$ cat config.mk
export PLATFORM = sky130hd
export DESIGN_NAME = expr_entry
export DESIGN_NICKNAME = d
export VERILOG_FILES = /design/src/rtl/calc_pkg.sv /design/src/rtl/key_class.sv /design/src/rtl/expr_entry.sv
export SDC_FILE = /design/constraint.sdc
export NUM_CORES = 1
export LEC_CHECK = 0
export ABC_AREA = 1
export BUFFER_PORTS_ARGS = -buffer_cell sky130_fd_sc_hd__buf_2
export CAP_MARGIN = 10
export CORE_UTILIZATION = 30
export CTS_BUF_LIST = sky130_fd_sc_hd__clkbuf_4 sky130_fd_sc_hd__clkbuf_8
export DETAILED_ROUTE_END_ITERATION = 16
export PLACE_DENSITY = 0.55
export RECOVER_POWER = 25
export SYNTH_ARGS = -nofsm -noshare
export SYNTH_HDL_FRONTEND = slang
export SYNTH_SLANG_ARGS = --single-unit
export TNS_END_PERCENT = 1
$ cat constraint.sdc
create_clock -name clk -period 3.7 [get_ports clk]
set_clock_uncertainty 0.1 [all_clocks]
set_input_delay 0.74 -clock clk [delete_from_list [all_inputs] [get_ports clk]]
set_output_delay 0.74 -clock clk [all_outputs]
set_load 0.1 [all_outputs]
$ cat src/rtl/calc_pkg.sv
// calc_pkg: key codes and entry FSM states shared by the entry and calculation stages.
package calc_pkg;
  localparam logic [4:0] K_ADD  = 5'h0A;
  localparam logic [4:0] K_SUB  = 5'h0B;
  localparam logic [4:0] K_MUL  = 5'h0C;
  localparam logic [4:0] K_DIV  = 5'h0D;
  localparam logic [4:0] K_EQ   = 5'h0E;
  localparam logic [4:0] K_CLR  = 5'h0F;
  localparam logic [4:0] K_BKSP = 5'h10;
  typedef enum logic [2:0] {IDLE, ENT_A, ENT_OP, ENT_B, DONE} state_t;
endpackage

$ cat src/rtl/key_class.sv
// key_class: combinational keypad code classifier; backspace recognised only with EXPR_ENTRY_BACKSPACE_EN.
module key_class
  import calc_pkg::*;
#(
  parameter int KEY_W = 8
) (
  input  logic [KEY_W-1:0] key_code,
  output logic             is_digit,
  output logic             is_op,
  output logic             is_eq,
  output logic             is_clr,
  output logic             is_bksp
);
  assign is_digit = key_code <= KEY_W'(9);
  assign is_op    = key_code >= KEY_W'(K_ADD) && key_code <= KEY_W'(K_DIV);
  assign is_eq    = key_code == KEY_W'(K_EQ);
  assign is_clr   = key_code == KEY_W'(K_CLR);
`ifdef EXPR_ENTRY_BACKSPACE_EN
  assign is_bksp  = key_code == KEY_W'(K_BKSP);
`else
  assign is_bksp  = 1'b0;
`endif
endmodule

$ cat src/rtl/expr_entry.sv
// expr_entry: keypad expression entry FSM (two-digit A op two-digit B =); optional backspace via EXPR_ENTRY_BACKSPACE_EN.
module expr_entry
  import calc_pkg::*;
#(
  parameter int KEY_W = 8
) (
  input  logic             clk,
  input  logic             rst_n,
  input  logic             key_valid,
  input  logic [KEY_W-1:0] key_code,
  output logic [KEY_W-1:0] A1,
  output logic [KEY_W-1:0] A0,
  output logic [KEY_W-1:0] B1,
  output logic [KEY_W-1:0] B0,
  output logic [KEY_W-1:0] OP,
  output logic             done,
  output logic             err
);
  state_t state;
  logic   is_digit, is_op, is_eq, is_clr, is_bksp;

  key_class #(.KEY_W(KEY_W)) u_key_class (
    .key_code(key_code),
    .is_digit(is_digit),
    .is_op(is_op),
    .is_eq(is_eq),
    .is_clr(is_clr),
    .is_bksp(is_bksp)
  );

  always_ff @(posedge clk or negedge rst_n)
    if (!rst_n) begin
      state <= IDLE;
      A1 <= '0;
      A0 <= '0;
      B1 <= '0;
      B0 <= '0;
      OP <= '0;
      done <= 1'b0;
      err <= 1'b0;
    end else if (key_valid) begin
      if (is_clr) begin
        state <= IDLE;
        A1 <= '0;
        A0 <= '0;
        B1 <= '0;
        B0 <= '0;
        OP <= '0;
        done <= 1'b0;
        err <= 1'b0;
      end else
        case (state)
          IDLE:
            if (is_digit) begin
              A1 <= '0;
              A0 <= key_code;
              state <= ENT_A;
            end
          ENT_A:
            if (is_digit) begin
              A1 <= A0;
              A0 <= key_code;
            end else if (is_op) begin
              OP <= key_code;
              state <= ENT_OP;
            end else if (is_bksp) begin
              A0 <= A1;
              A1 <= '0;
            end
          ENT_OP:
            if (is_op)
              OP <= key_code;
            else if (is_digit) begin
              B1 <= '0;
              B0 <= key_code;
              state <= ENT_B;
            end else if (is_bksp) begin
              OP <= '0;
              state <= ENT_A;
            end
          ENT_B:
            if (is_digit) begin
              B1 <= B0;
              B0 <= key_code;
            end else if (is_eq) begin
              done <= 1'b1;
              err <= OP == KEY_W'(K_DIV) && B1 == '0 && B0 == '0;
              state <= DONE;
            end else if (is_bksp) begin
              B0 <= B1;
              B1 <= '0;
            end
          DONE:
            // a digit after a result starts a fresh expression
            if (is_digit) begin
              A1 <= '0;
              A0 <= key_code;
              B1 <= '0;
              B0 <= '0;
              OP <= '0;
              done <= 1'b0;
              err <= 1'b0;
              state <= ENT_A;
            end
          default: state <= IDLE;
        endcase
    end
endmodule

Yosys cells after proc, flatten, opt, wreduce, memory -nomap -nowiden
Index checks and enable logic that the tools add are counted.
- logic and storage cells: 87
- flip-flop bits (word level): 45
- output and inout port bits: 42
- bits of input ports: 11
- magnitude comparators: 3
- eq/ne operators: 17
- muxes and demuxes: 38
- reduce and logical (&&, ||, !) cells: 21
- operators with widths (kind ; number):
    8-bit 2-to-1 mux ; 16
    8-bit one-hot mux with 3 select lines ; 3
    3-bit inequality test (second input constant) ; 9
    8-bit by 4-bit equality test with 1-bit output (second input constant) ; 3
    3-bit 2-to-1 mux ; 8
    8-bit by 4-bit <= comparator with 1-bit output (second input constant) ; 2
    8-bit logical NOT ; 2
    8-bit one-hot mux with 2 select lines ; 1
    4-bit AND reduction ; 4
    3-bit one-hot mux with 4 select lines ; 1
    8-bit by 4-bit >= comparator with 1-bit output (second input constant) ; 1
    8-bit AND reduction ; 1
    4-bit nonzero test ; 2
    1-bit 2-to-1 mux ; 7
    3-bit by 2-bit equality test with 1-bit output (second input constant) ; 2
    3-bit nonzero test ; 2
    5-bit AND reduction ; 1
    1-bit one-hot mux with 2 select lines ; 2
    2-bit nonzero test ; 2
    3-bit by 1-bit equality test with 1-bit output (second input constant) ; 1
    3-bit equality test (second input constant) ; 1
    1-bit logical AND ; 3
    3-bit logical NOT ; 1
    3-bit by 1-bit inequality test with 1-bit output (second input constant) ; 1
    3 further kinds ; 3

Longest topological paths before layout
Gate-level depths: netlist of the first run.
- word-level depth: 7
- depth in mapped cells: 10
- gate-level depth less buffers: 10

By module
A second synthesis of the first run with hierarchy kept.
- cells, all modules: 382
- area total of the unflattened synthesis: 2763.9 µm²
- by module, submodules not included (module ; times used ; area each (µm²) ; cells an instance ; seq. area each (µm²)):
    expr_entry ; 1 ; 2692.6 ; 367 ; 1126.1
    key_class ; 1 ; 71.3 ; 15 ; 0.0

Worst setup path after synthesis of the first run
OpenSTA, ideal clock, no wires.
- kind: input port to flip-flop
- start: input key_code[5]
- end: register A0[0]
- data required time: 3479 ps
- buffers on the path: 1
- setup time: 121 ps
- arrival: 1715 ps
- path slack: 1763 ps
- cell stages on the path: 9
- cells stage by stage: nor2_1 -> nand2_2 -> nor2_1 -> nor2_4 -> nor2_8 -> nand2_4 -> buf_6 -> nand2_2 -> o21ai_2
- longest elaborated chain between the ends: 3
- elaborated cells on any way between the ends: 6
- those cells by class: 1 x order compare; 1 x eq/ne; 1 x mux; 3 x reduce/logical
- RTL lines (element ; RTL line ; source):
    start, declared ; expr_entry.sv:10 ; input logic [KEY_W-1:0] key_code,
    8-bit by 4-bit <= comparator with 1-bit output or 8-bit by 4-bit equality test with 1-bit output (tied branches) ; key_class.sv:14, key_class.sv:17 ;
    2-bit nonzero test (no line) ; n/a ;
    3-bit AND reduction (no line) ; n/a ;
    end signal, assigned ; expr_entry.sv:56 ; A0 <= key_code;
    end signal, assigned ; expr_entry.sv:62 ; A0 <= key_code;
    end signal, assigned ; expr_entry.sv:97 ; A0 <= key_code;
    end, declared ; expr_entry.sv:12 ; output logic [KEY_W-1:0] A0,
Parallel ways exist; a longest one is shown, timed or not.
A chain may end at the register's enable or synchronous reset.

==> run_results.csv, run 1 <==
group,metric,value,unit
floorplan,die_area,0.00765,mm²
yosys,synth_nets,274,
routing,drt.antenna.violating_nets,0,
clock_tree,cts_tree,"built",
yosys,syn_avg_cell_area,8.33,µm²
grt,grt_start_max_net_pins,32,
cells_and_area,n_fill_cell,768,
grt,grt_pass1_wl,7.93,mm
yosys,synth_warnings,0,
yosys,synth_xor_area_share,0,%
placement,post-dp-hpwl,3.57,mm
timing,setup_viol,0,
hold_path,min_to,"A1[3]$_DFFE_PN0P_",
pwr,p_leak,1.51,nW
timing,maxSlewViolCount,32,
setup_path,critPathKind,"primary input to asynchronous set/reset pin",
floorplan,io_pins,53,
routing,drt-pass1-iter-count,4,
clock_tree,htree_levels,2,
grt,grt_pass1_vias,1758,
cells_and_area,nNetsFinal,331,
floorplan,dieHeight,87.5,µm
routing,vias_per_cell,4.29,
yosys,synth_edf_count,0,
yosys,synth_fa_ha_area_share,0,%
routing,vias,1788,
grt,grt.total_usage,13.5,%
setup_path,path_max_fanout,31,
floorplan,std_cell_rows,30,
yosys,yosysTopAreaCell,"dfrtp_1",
clock_tree,clk_latency,0.30,ns
yosys,ys_async_sr_fraction,100,%
setup_path,critPathArrivalTime,2.68,ns
timing,worst_pin_slew,1.72,ns
hold_path,hold_start,"A1[3]$_DFFE_PN0P_",
timing,fin_tns_setup,0,ns
setup_path,crit_slowest_cell,"clkbuf_1",
hold_path,hold_path.class,"flop to flop",
grt,grt_antenna_before_repair,0,
yosys,synth_top_flop_cell,"dfrtp_1",
run,drv_cap,1,
cells_and_area,drive_above_1_share,32.4,%
pwr,vdd_drop_max,0.265,mV
setup_path,cp_cell_sequence,"clkbuf_1, clkbuf_1",
clock_tree,clockRootBuffer,"clkbuf_8",
yosys,synth.ff_latch_count,45,
setup_path,r2r_setup_slack,1.70,ns
yosys,netlist_top_cells_count,"nand2_1, dfrtp_1, nor2_1",
yosys,synth_most_common_cell,"nand2_1",
yosys,synthMuxAreaShare,0,%
grt,overflow,0,
clock_tree,post_cts_buffers,0,
routing,drc_errors,0,
timing,period_share,66.3,%
clock_tree,numCtsBuffers,5,
floorplan,fp.dieW,87.5,µm
cells_and_area,area_growth,21.2,%
timing,hold_viol_final,0,
outcome,violations,"capacitance limit, slew limit",
yosys,netlist_area,0.00219,mm²
yosys,yosysUniqueCellTypes,18,
timing,rsz0062_at_grt,"false",
timing,layout_min_cycle_time,2.45,ns
setup_path,crit_path_max_incr_delay,1.21,ns
clock_tree,cts_sinks,45,
placement,place_congestion,0.912,
outcome,status,"complete, but fails checks",
yosys,synth_top_family_by_area,"simple AND/OR/NAND/NOR gates",
yosys,synth-simple-area-share,32.4,%
timing,fmax,0.408,GHz
yosys,synthDominantCellAreaShare,51.4,%
floorplan,initial_utilization,31.7,%
placement,port_buffers,52,
clock_tree,cts_hold_buf,0,
clock_tree,cts_buffer_depth,2,
setup_path,endpoint_kind,"asynchronous set/reset pin",
yosys,synth.area.top_cells,"dfrtp_1, nand2_1, o21ai_2, nor2_1, inv_1",
setup_path,crit_buf_inv,2,
hold_path,whs_path_depth,2,
routing,wl_per_cell,11.3,µm
setup_path,worstRegToRegCells,10,
setup_path,r2r-start,"state[0]$_DFFE_PN0P_",
setup_path,reg2reg_to,"B0[3]$_DFFE_PN0P_",
yosys,synthCells,263,
pwr,p_per_area,873,mW/mm²
yosys,yosysSeqAreaShare,51.4,%
setup_path,cp-start-kind,"primary input",
placement,dpl.cell_count,409,
yosys,synth-compound-area-share,9.02,%
floorplan,core,0.00691,mm²
routing,wl,4.70,mm
cells_and_area,fin_cells,417,
setup_path,cpLargestDelayFamily,"buffers and inverters",
timing,max-slew-margin-rel,-14.3,%
clock_tree,ctsResizeCount,0,
routing,drt_iter0_drc,69,
clock_tree,clk_pin_slew,0.08,ns
setup_path,cp_common_cell,"clkbuf_1",
setup_path,cp.required,3.92,ns
cells_and_area,antenna_cells,0,
-- layout make-up --
class	instances	area, µm²	share of cell area, %
inverters	30	113	4.24
well taps	96	120	4.52
repair buffers	54	270	10.2
flip-flops and latches	45	1130	42.4
clock inverters	2	37.5	1.41
multi-input cells	184	907	34.1
clock buffers	6	82.6	3.11
-- logic make-up (layout without fill, tap and decap cells) --
family | Yosys count | after routing
buffers and inverters | 34 | 92
and+or+nand+nor | 158 | 158
AOI/OAI and AO/OA | 26 | 26
DFF | 45 | 45
-- state kept, by name (all words and copies together) (netlist names) --
| register | flops |
|---|---|
| done | 1 |
| B1 | 8 |
| state | 3 |
| OP | 8 |
| err | 1 |
| A0 | 8 |
| A1 | 8 |
| B0 | 8 |
-- cells in the final DEF, fill, tap and decap left out --
cell | Yosys | routed
nand2_1 | 92 | 92
buf_2 | 0 | 51
dfrtp_1 | 45 | 45
nor2_1 | 32 | 32
inv_1 | 23 | 23
o21ai_2 | 18 | 18
nand3_1 | 12 | 12
nand2_2 | 10 | 10
inv_2 | 7 | 7
clkbuf_8 | 0 | 6
o21ai_1 | 4 | 4
nor2_4 | 3 | 3
nor2_2 | 3 | 3
nor2_8 | 2 | 2
a21oi_1 | 2 | 2
nand4_1 | 2 | 2
o21ai_0 | 2 | 2
clkbuf_1 | 0 | 2
nand2_4 | 1 | 1
nor3_1 | 1 | 1
clkinvlp_4 | 0 | 1
bufinv_16 | 0 | 1
buf_4 | 0 | 1
-- worst max-delay path by stage --
stage	slack, ns	cells past startpoint	end	from
final	1.25	2	OP[0]$_DFFE_PN0P_	rst_n
after global routing	0.82	2	A0[1]$_DFFE_PN0P_	rst_n
after CTS	1.58	12	B0[3]$_DFFE_PN0P_	key_code[3]
after detailed placement	1.24	12	B0[3]$_DFFE_PN0P_	key_code[3]
after global placement	1.32	12	B0[3]$_DFFE_PN0P_	key_code[3]
after floorplan	1.76	9	A0[0]$_DFFE_PN0P_	key_code[5]
-- where the power goes --
group | total, W | internal [W] | switching, W
Sequential | 0.000701 | 0.000605 | 0.0000959
Combinational | 0.00123 | 0.000201 | 0.00103
Clock | 0.000385 | 0.000220 | 0.000165
Total | 0.00232 | 0.00103 | 0.00129
-- metal layers --
metal	vias up	global-route usage (%)	part of all wire, %
met5	-	0	0
met4	0	4.02	1.2
met3	8	4.08	5.4
met2	37	23.7	48
met1	822	15.8	45
li1	921	-	-
-- per-stage QoR --
| stage | setup WS, ns | total power (W) | hold slack [ns] | utilization [%] | instance area (µm²) |
|---|---|---|---|---|---|
| after floorplan | 1.76 | 0.00173 | 0.344 | - | 2190 |
| after global placement | 1.32 | 0.00195 | 0.360 | 36.8 | 2540 |
| after detailed placement | 1.24 | 0.00195 | 0.366 | 36.8 | 2540 |
| after CTS | 1.58 | 0.00234 | 0.387 | 38.5 | 2660 |
| after global routing | 0.815 | 0.00245 | 0.400 | 38.5 | 2660 |
| final | 1.25 | 0.00232 | 0.381 | 38.5 | 2660 |
Power figures use the tool's default switching activity.
==> inputs of run 2 (changes only) <==
--- a/config.mk
+++ b/config.mk
@@ -11,7 +11,7 @@
 export CORE_UTILIZATION = 30
 export CTS_BUF_LIST = sky130_fd_sc_hd__clkbuf_4 sky130_fd_sc_hd__clkbuf_8
 export DETAILED_ROUTE_END_ITERATION = 16
-export PLACE_DENSITY = 0.55
+export PLACE_DENSITY = 0.57
 export RECOVER_POWER = 25
 export SYNTH_ARGS = -nofsm -noshare
 export SYNTH_HDL_FRONTEND = slang
==> constraint.sdc (replaced) <==
create_clock -name clk -period 2.1 [get_ports clk]
set_clock_uncertainty 0.1 [all_clocks]
set_input_delay 0.42 -clock clk [delete_from_list [all_inputs] [get_ports clk]]
set_output_delay 0.42 -clock clk [all_outputs]
set_load 0.1 [all_outputs]
==> run 2 against run 1 <==
The run now ends clean. Die area unchanged. Register-to-register slack got worse by 1.4 ns. Non-clock buffer count increased by 8. Sequential cell count unchanged. Global-route usage increased by 0.42 points. Utilization increased by 1.2 points. Worst setup slack got worse by 0.98 ns. Sequential share of layout area decreased by 1.3 points. Final area increased by 3.3%. Sequential power increased by 75%.
==> run_results.csv, run 2 (synthesis results as in run 1) <==
group,metric,value,unit
grt,grt_pass1_vias,1783,
floorplan,fp.dieW,87.5,µm
setup_path,cp.required,2.20,ns
cells_and_area,layout_commonest_cell,"nand2_1",
timing,setup_viol,0,
clock_tree,cts_tree,"built",
cells_and_area,nNetsFinal,339,
floorplan,core,0.00691,mm²
setup_path,path_max_fanout,21,
outcome,status,"finished clean",
placement,post-dp-hpwl,3.67,mm
timing,period_share,87.4,%
floorplan,io_pins,53,
clock_tree,clk_latency,0.30,ns
grt,grt_util_met1,16.9,%
placement,port_buffers,52,
placement,dpl.cell_count,416,
placement,pre_cts_ws,-0.0791,ns
pwr,p_per_area,1510,mW/mm²
setup_path,reg2reg_to,"B0[0]$_DFFE_PN0P_",
hold_path,hold_path.class,"primary input to flop",
grt,grt_antenna_before_repair,0,
grt,use_met3,3.89,%
clock_tree,htree_levels,2,
pwr,vdd_drop_max,0.551,mV
floorplan,initial_utilization,31.7,%
clock_tree,clk_pin_slew,0.09,ns
cells_and_area,area_growth,25.2,%
timing,fmax,0.545,GHz
cells_and_area,drive_above_1_share,34.0,%
timing,max-slew-margin-rel,24.1,%
timing,fin_tns_setup,0,ns
routing,drt-pass1-iter-count,5,
setup_path,r2r-start,"state[1]$_DFFE_PN0P_",
setup_path,cp-start-kind,"flop",
run,drv_cap,0,
setup_path,critPathKind,"flop to flop",
grt,grt_pass1_wl,8.05,mm
routing,drt_iter0_drc,51,
cells_and_area,fin_cells,425,
setup_path,r2r_setup_slack,0.26,ns
setup_path,critPathArrivalTime,1.93,ns
timing,worst_pin_slew,1.14,ns
routing,vias_per_cell,4.22,
grt,gr-max-usage-layer,"met2",
floorplan,die_area,0.00765,mm²
routing,vias,1792,
clock_tree,cts_sinks,45,
routing,drt.antenna.violating_nets,0,
setup_path,endpoint_kind,"flop",
timing,maxSlewViolCount,0,
grt,grt.total_usage,13.9,%
floorplan,dieHeight,87.5,µm
routing,drc_errors,0,
routing,wl_per_cell,11.1,µm
grt,grt_start_max_net_pins,29,
setup_path,critPathLaunch,"state[1]$_DFFE_PN0P_",
clock_tree,cts_buffer_depth,2,
grt,grt.met2_usage,23.4,%
routing,wl,4.73,mm
floorplan,std_cell_rows,30,
timing,rsz0062_at_grt,"false",
cells_and_area,antenna_cells,0,
clock_tree,clockRootBuffer,"clkbuf_8",
cells_and_area,layout_common_cells,"nand2_1, buf_2, dfrtp_1",
grt,overflow,0,
cells_and_area,fin_area,0.00274,mm²
placement,place_area,0.00261,mm²
setup_path,worstRegToRegCells,9,
pwr,p_leak,1.56,nW
placement,place_congestion,0.833,
timing,hold_viol_final,0,
timing,layout_min_cycle_time,1.84,ns
pwr,power,0.00414,W
clock_tree,numCtsBuffers,5,
timing,worst_slack,0.265,ns
setup_path,critPathCapture,"B0[0]$_DFFE_PN0P_",
[run 2: cell count changes in the layout (fill, tap and decap cells not counted)]
| cell | before | now |
|---|---|---|
| o21ai_4 | 0 | 1 |
| clkbuf_1 | 2 | 1 |
| dlygate4sd3_1 | 0 | 1 |
| buf_12 | 0 | 1 |
| o21ai_2 | 18 | 17 |
| buf_4 | 1 | 8 |
[run 2: worst min path at each step]
stage | startpoint | endpoint | depth (start not counted)
2_1_floorplan | rst_n | A0[0]$_DFFE_PN0P_ | 0
3_3_place_gp | rst_n | state[1]$_DFFE_PN0P_ | 1
3_5_place_dp | rst_n | state[1]$_DFFE_PN0P_ | 1
4_1_cts | key_code[2] | A0[2]$_DFFE_PN0P_ | 3
5_1_grt | key_code[2] | A0[2]$_DFFE_PN0P_ | 3
6_report | key_code[2] | A0[2]$_DFFE_PN0P_ | 3
[run 2: worst max-delay path, cell delays in order (launching register included)]
cell,delay [ns]
dfrtp_1,0.41
nor2_2,0.08
nand2_2,0.11
inv_2,0.08
nor2_4,0.12
inv_2,0.05
o21ai_4,0.47
inv_2,0.17
nand2_1,0.10
nand2_1,0.05
[run 2: metrics by stage]
step / utilization, % / hold slack, ns
after detailed placement: 37.7 / 0.309
after floorplan: - / 0.0244
final: 39.7 / 0.309
after global routing: 39.7 / 0.317
after global placement: 37.7 / 0.305
after CTS: 39.6 / 0.314
[run 2: timing repair]
action / 4_1_cts / 5_1_grt
buffers inserted: 0 / 0
hold endpoints to repair: 19 / 0
gates resized for setup: 0 / 1
hold buffers: 1 / 0
setup endpoints to repair: 0 / 16
[run 2: routing by layer]
layer / part of all wire, % / up-vias
met4: 1.7 / 0
li1: - / 936
met1: 47 / 808
met2: 46 / 43
met5: 0 / -
met3: 5.2 / 5
[run 2: final cells by class]
type | count | area, µm²
clock buffer | 6 | 82.6
clock inverter | 2 | 37.5
fill | 738 | 4160
inverter | 30 | 113
multi-input combinational | 184 | 915
sequential | 45 | 1130
tap | 96 | 120
timing repair buffer | 62 | 349
[run 2: power by group]
part	internal [W]	total [W]	leakage (nW)	switching, W
Clock	0.000387	0.000692	0.0574	0.000305
Combinational	0.000387	0.00222	0.909	0.00183
Sequential	0.00107	0.00123	0.594	0.000165
Total	0.00184	0.00414	1.56	0.00230
